**config.mk**
```make
export PLATFORM = sky130hd
export DESIGN_NAME = scan_decoder
export DESIGN_NICKNAME = d
export VERILOG_FILES = /design/src/rtl/scan_decoder_pkg.sv /design/src/rtl/scan_decoder_onehot_dec.sv /design/src/rtl/scan_decoder.sv
export SDC_FILE = /design/constraint.sdc
export NUM_CORES = 1
export LEC_CHECK = 0
export BUFFER_PORTS_ARGS = -buffer_cell sky130_fd_sc_hd__buf_4
export CORE_UTILIZATION = 25
export CTS_BUF_LIST = sky130_fd_sc_hd__clkbuf_4 sky130_fd_sc_hd__clkbuf_8
export CTS_CLUSTER_DIAMETER = 40
export CTS_CLUSTER_SIZE = 20
export DETAILED_ROUTE_END_ITERATION = 8
export GPL_ROUTABILITY_DRIVEN = 1
export HOLD_SLACK_MARGIN = 0.05
export PLACE_DENSITY_LB_ADDON = 0.15
export SYNTH_ARGS = -nofsm -noshare
export SYNTH_HDL_FRONTEND = slang
export SYNTH_SLANG_ARGS = --single-unit
```
**constraint.sdc**
```tcl
create_clock -name clk -period 2.49 [get_ports clk]
set_input_delay 0.1245 -clock clk [delete_from_list [all_inputs] [get_ports clk]]
set_output_delay 0.1245 -clock clk [all_outputs]
set_load 0.02 [all_outputs]
```
**src/rtl/scan_decoder_pkg.sv**
```systemverilog
// scan_decoder_pkg: shared state encoding and request mode constants for scan_decoder
package scan_decoder_pkg;
    typedef enum logic [1:0] {IDLE, HOLD, SCAN} state_t;
    localparam logic MODE_DIRECT = 1'b0;
    localparam logic MODE_SCAN = 1'b1;
endpackage

```
**src/rtl/scan_decoder_onehot_dec.sv**
```systemverilog
// onehot_dec: combinational index to one-hot decoder
module onehot_dec #(
    parameter int SEL_W = 3
) (
    input  logic [SEL_W-1:0]    idx,
    output logic [2**SEL_W-1:0] onehot
);
    localparam int N = 2**SEL_W;
    assign onehot = N'(1) << idx;
endmodule

```
**src/rtl/scan_decoder.sv**
```systemverilog
// scan_decoder: one-hot hold/scan sequencer; SCAN_DECODER_OVERRUN_EN adds a sticky overrun err output
module scan_decoder
    import scan_decoder_pkg::*;
#(
    parameter int SEL_W = 3,
    parameter int DWELL_W = 4
) (
    input  logic                clk,
    input  logic                rst_n,
    input  logic                en,
    input  logic                mode,
    input  logic [SEL_W-1:0]    sel,
    input  logic [DWELL_W-1:0]  dwell,
    input  logic                in_valid,
    output logic                in_ready,
    output logic [2**SEL_W-1:0] out,
    output logic                busy,
    output logic                done
`ifdef SCAN_DECODER_OVERRUN_EN
    ,output logic               err
`endif
);
    localparam int N = 2**SEL_W;
    state_t state;
    logic [SEL_W-1:0] idx, start, nxt, inc;
    logic [DWELL_W-1:0] cnt, dwell_r;
    logic [N-1:0] dec;
    logic fin;
    assign in_ready = (state == IDLE) & en;
    assign busy = state != IDLE;
    assign inc = SEL_W'(idx + 1'b1);
    // a scan ends when the next index would land back on the start index
    always_comb begin
        nxt = (state == IDLE) ? sel : (state == SCAN && cnt == '0) ? inc : idx;
        fin = (cnt == '0) & ((state == HOLD) | (state == SCAN & inc == start));
    end
    onehot_dec #(.SEL_W(SEL_W)) u_dec (.idx(nxt), .onehot(dec));
    always_ff @(posedge clk or negedge rst_n) begin
        if (!rst_n) begin
            state <= IDLE;
            idx <= '0;
            start <= '0;
            cnt <= '0;
            dwell_r <= '0;
            out <= '0;
            done <= 1'b0;
        end else begin
            done <= 1'b0;
            if (!en) begin
                out <= '0;
            end else if (state == IDLE) begin
                out <= '0;
                if (in_valid) begin
                    state <= (mode == MODE_SCAN) ? SCAN : HOLD;
                    idx <= sel;
                    start <= sel;
                    cnt <= dwell;
                    dwell_r <= dwell;
                    out <= dec;
                end
            end else if (fin) begin
                state <= IDLE;
                out <= '0;
                done <= 1'b1;
            end else begin
                idx <= nxt;
                cnt <= (cnt == '0) ? dwell_r : cnt - 1'b1;
                out <= dec;
            end
        end
    end
`ifdef SCAN_DECODER_OVERRUN_EN
    always_ff @(posedge clk or negedge rst_n) begin
        if (!rst_n) err <= 1'b0;
        else if (in_valid & ~in_ready) err <= 1'b1;
    end
`endif
endmodule

```
==> impl_metrics.csv <==
group,metric,value,unit
run_status,status,"finished clean",
critical_path,reg2reg_to,"out[3]$_DFF_PN0_",
logic_synthesis,yosysSeqAreaShare,48.1,%
logic_synthesis,ys.flop_type,"dfrtp_1",
sta,relSlewSlack,72.4,%
placed_design,dpl.hpwl,2080,um
grt,grt_max_degree,26,
logic_synthesis,synth_fp_nets,132,
power,vdd.ir_drop.worst,0.385,mV
clock_network,cts_resized,0,
drt,drtAntennaViolNets,0,
clock_network,path_clk_slew,0.09,ns
placed_design,io_buffers,22,
clock_network,cts-root-buf,"clkbuf_8",
sta,setup-violations-final,0,
layout,n_antenna_cell,0,
critical_path,worstPathRequired,2.65,ns
drt,wl_per_cell,13.6,um
logic_synthesis,avgSynthCellArea,11.0,um2
clock_network,postCtsSetupRepairBufs,0,
clock_network,cts_made_buffers,3,
min_path,hold_start,"dwell[1]",
min_path,min_path_type,"input port to flop",
critical_path,reg2reg_slack,0.24,ns
logic_synthesis,yosys_register_bits,25,
drt,vias_per_cell,4.89,
critical_path,critPathKind,"flop to flop",
floorplan,core_area,0.00485,mm2
placed_design,dpl_cell_area,0.00153,mm2
logic_synthesis,syn-instance-count,118,
clock_network,clk_latency,0.27,ns
drt,drc,0,
clock_network,cts_num_sinks,25,
logic_synthesis,yosys_warnings,0,
critical_path,crit_arrival,2.41,ns
power,pwr_density_cell,1210,mW/mm2
layout,mostFrequentLayoutCell,"dfrtp_1",
placed_design,place.gp.congestion,0.767,
layout,final_design_area_no_fill,0.00158,mm2
layout,layout_common_cells,"dfrtp_1, buf_4, mux2_2",
critical_path,r2r_cells,6,
grt,overflow,0,
sta,fin_tns_setup,0,ns
floorplan,die_x,74.1,um
layout,drive_gt1_share,28.6,%
clock_network,tritoncts,"built",
grt,grt_pass1_vias,992,
sta,tightest_slew,0.410,ns
logic_synthesis,synth_area,0.00130,mm2
drt,vias,1012,
floorplan,die_h,74.1,um
logic_synthesis,synth.distinct_cells,37,
floorplan,start_util,26.8,%
sta,fmax,444,MHz
critical_path,start_kind,"flop",
logic_synthesis,synth_edf_count,0,
floorplan,rows,25,
logic_synthesis,async_flop_share,100,%
sta,period_share,90.4,%
sta,fin_worst_skew,0.00533,ns
grt,antenna_found_initial,0,
drt,drt-pass1-iter-count,6,
critical_path,worstSetupEndpointType,"flop",
sta,hold_viol_final,0,
layout,area_growth,21.8,%
drt,wl,2830,um
layout,nNetsFinal,155,
sta,post-route-min-period,2.25,ns
power,p_leak,0.702,nW
flow_run,drv_cap,0,
floorplan,design.die.area,0.00549,mm2
clock_network,h-tree-depth,1,
min_path,hold_depth,2,
layout,post-route-util,32.7,%
min_path,hold-path-endpoint,"dwell_r[1]$_DFFE_PN0P_",
grt,grt_pass1_wl,4800,um
drt,initialDrtViolationCount,42,
sta,maxSlewViolCount,0,
floorplan,io_pins,23,
sta,rsz0062_at_grt,"no",
critical_path,r2r-start,"cnt[0]$_DFFE_PN0P_",
grt,grtUsageTotal,11.7,%
layout,num-fill-cells,502,
critical_path,crit_fanout,7,
clock_network,cts_max_path_buffers,2,
[worst max path at each step]
stage	end	from	slack (ns)	depth (start not counted)
after global placement	out[7]$_DFF_PN0_	cnt[0]$_DFFE_PN0P_	0.30	6
after CTS	out[7]$_DFF_PN0_	cnt[0]$_DFFE_PN0P_	0.24	6
final	out[3]$_DFF_PN0_	cnt[0]$_DFFE_PN0P_	0.24	6
after detailed placement	out[7]$_DFF_PN0_	cnt[0]$_DFFE_PN0P_	0.27	6
after global routing	out[3]$_DFF_PN0_	cnt[0]$_DFFE_PN0P_	0.08	6
after floorplan	out[0]$_DFF_PN0_	idx[0]$_DFFE_PN0P_	0.57	6
[per-stage QoR]
step / power [mW] / worst slack (ns) / cells / hold slack, ns
3_5_place_dp: 1.68 / 0.266 / 202 / 0.0568
4_1_cts: 1.94 / 0.236 / 207 / 0.0871
2_1_floorplan: 1.44 / 0.570 / 118 / -0.171
5_1_grt: 2.09 / 0.0836 / 207 / 0.0762
3_3_place_gp: 1.68 / 0.305 / 202 / 0.0542
6_report: 1.92 / 0.240 / 207 / 0.0919
[state kept, by name, summed over array words and instances, names as in the netlist]
signal and cells:
cnt 4, done 1, dwell_r 4, idx 3, out 8, start 3
state 2
[metal layers]
metal | part of all wire (%) | up-vias | global-route usage [%]
met5 | 0 | - | 0
met4 | 1.4 | 0 | 4.70
met3 | 5.5 | 4 | 2.44
met2 | 47 | 31 | 18.9
met1 | 46 | 488 | 15.1
li1 | - | 489 | -
[final cells by class]
type                       instances  area (um2)  area share [%]
multi-input combinational         81         621            39.2
inverter                           6        22.5            1.42
timing repair buffer              24         183            11.5
clock buffer                       3        41.3            2.61
clock inverter                     1        7.51           0.474
sequential                        25         626            39.5
tap                               67        83.8            5.29
[cell usage after synthesis (all sizes together), types with 3 or more instances]
master | n | share of area [%]
a21oi | 3 | 1.2
a31oi | 4 | 1.9
clkbuf | 4 | 1.2
dfrtp | 25 | 48
inv | 6 | 1.7
mux2 | 11 | 9.5
nand2 | 4 | 1.2
nor2 | 7 | 2.0
nor2b | 3 | 1.4
nor4 | 8 | 3.9
o21ai | 7 | 2.7
o22a | 3 | 2.0
o22ai | 4 | 1.9
[logic make-up after synthesis]
group | synth area share [%]
buf+inv | 4.14
xor+xnor | 3.08
simple gates | 15.2
fa+ha+maj | 1.92
flops | 48.1
mux | 11.1
compound gates | 16.5
[where the power goes]
group          leakage [nW]  switching (mW)  internal, mW
clock                0.0217           0.136         0.113
sequential            0.313           0.178         0.568
combinational         0.367           0.467         0.462
total                 0.702           0.781          1.14
[what timing repair did]
item | CTS | global route
setup endpoints to repair | 0 | 0
endpoints found under the hold margin | 25 | 0
hold buffers | 1 | 0
[worst max-delay path, cell delays in order, from the launching register on]
cell,delay (ns)
dfrtp_1,0.43
inv_1,0.12
ha_1,0.27
or3b_1,0.47
a21oi_1,0.33
o22ai_1,0.21
nor4_1,0.32
(Power assumes the default switching activity.)
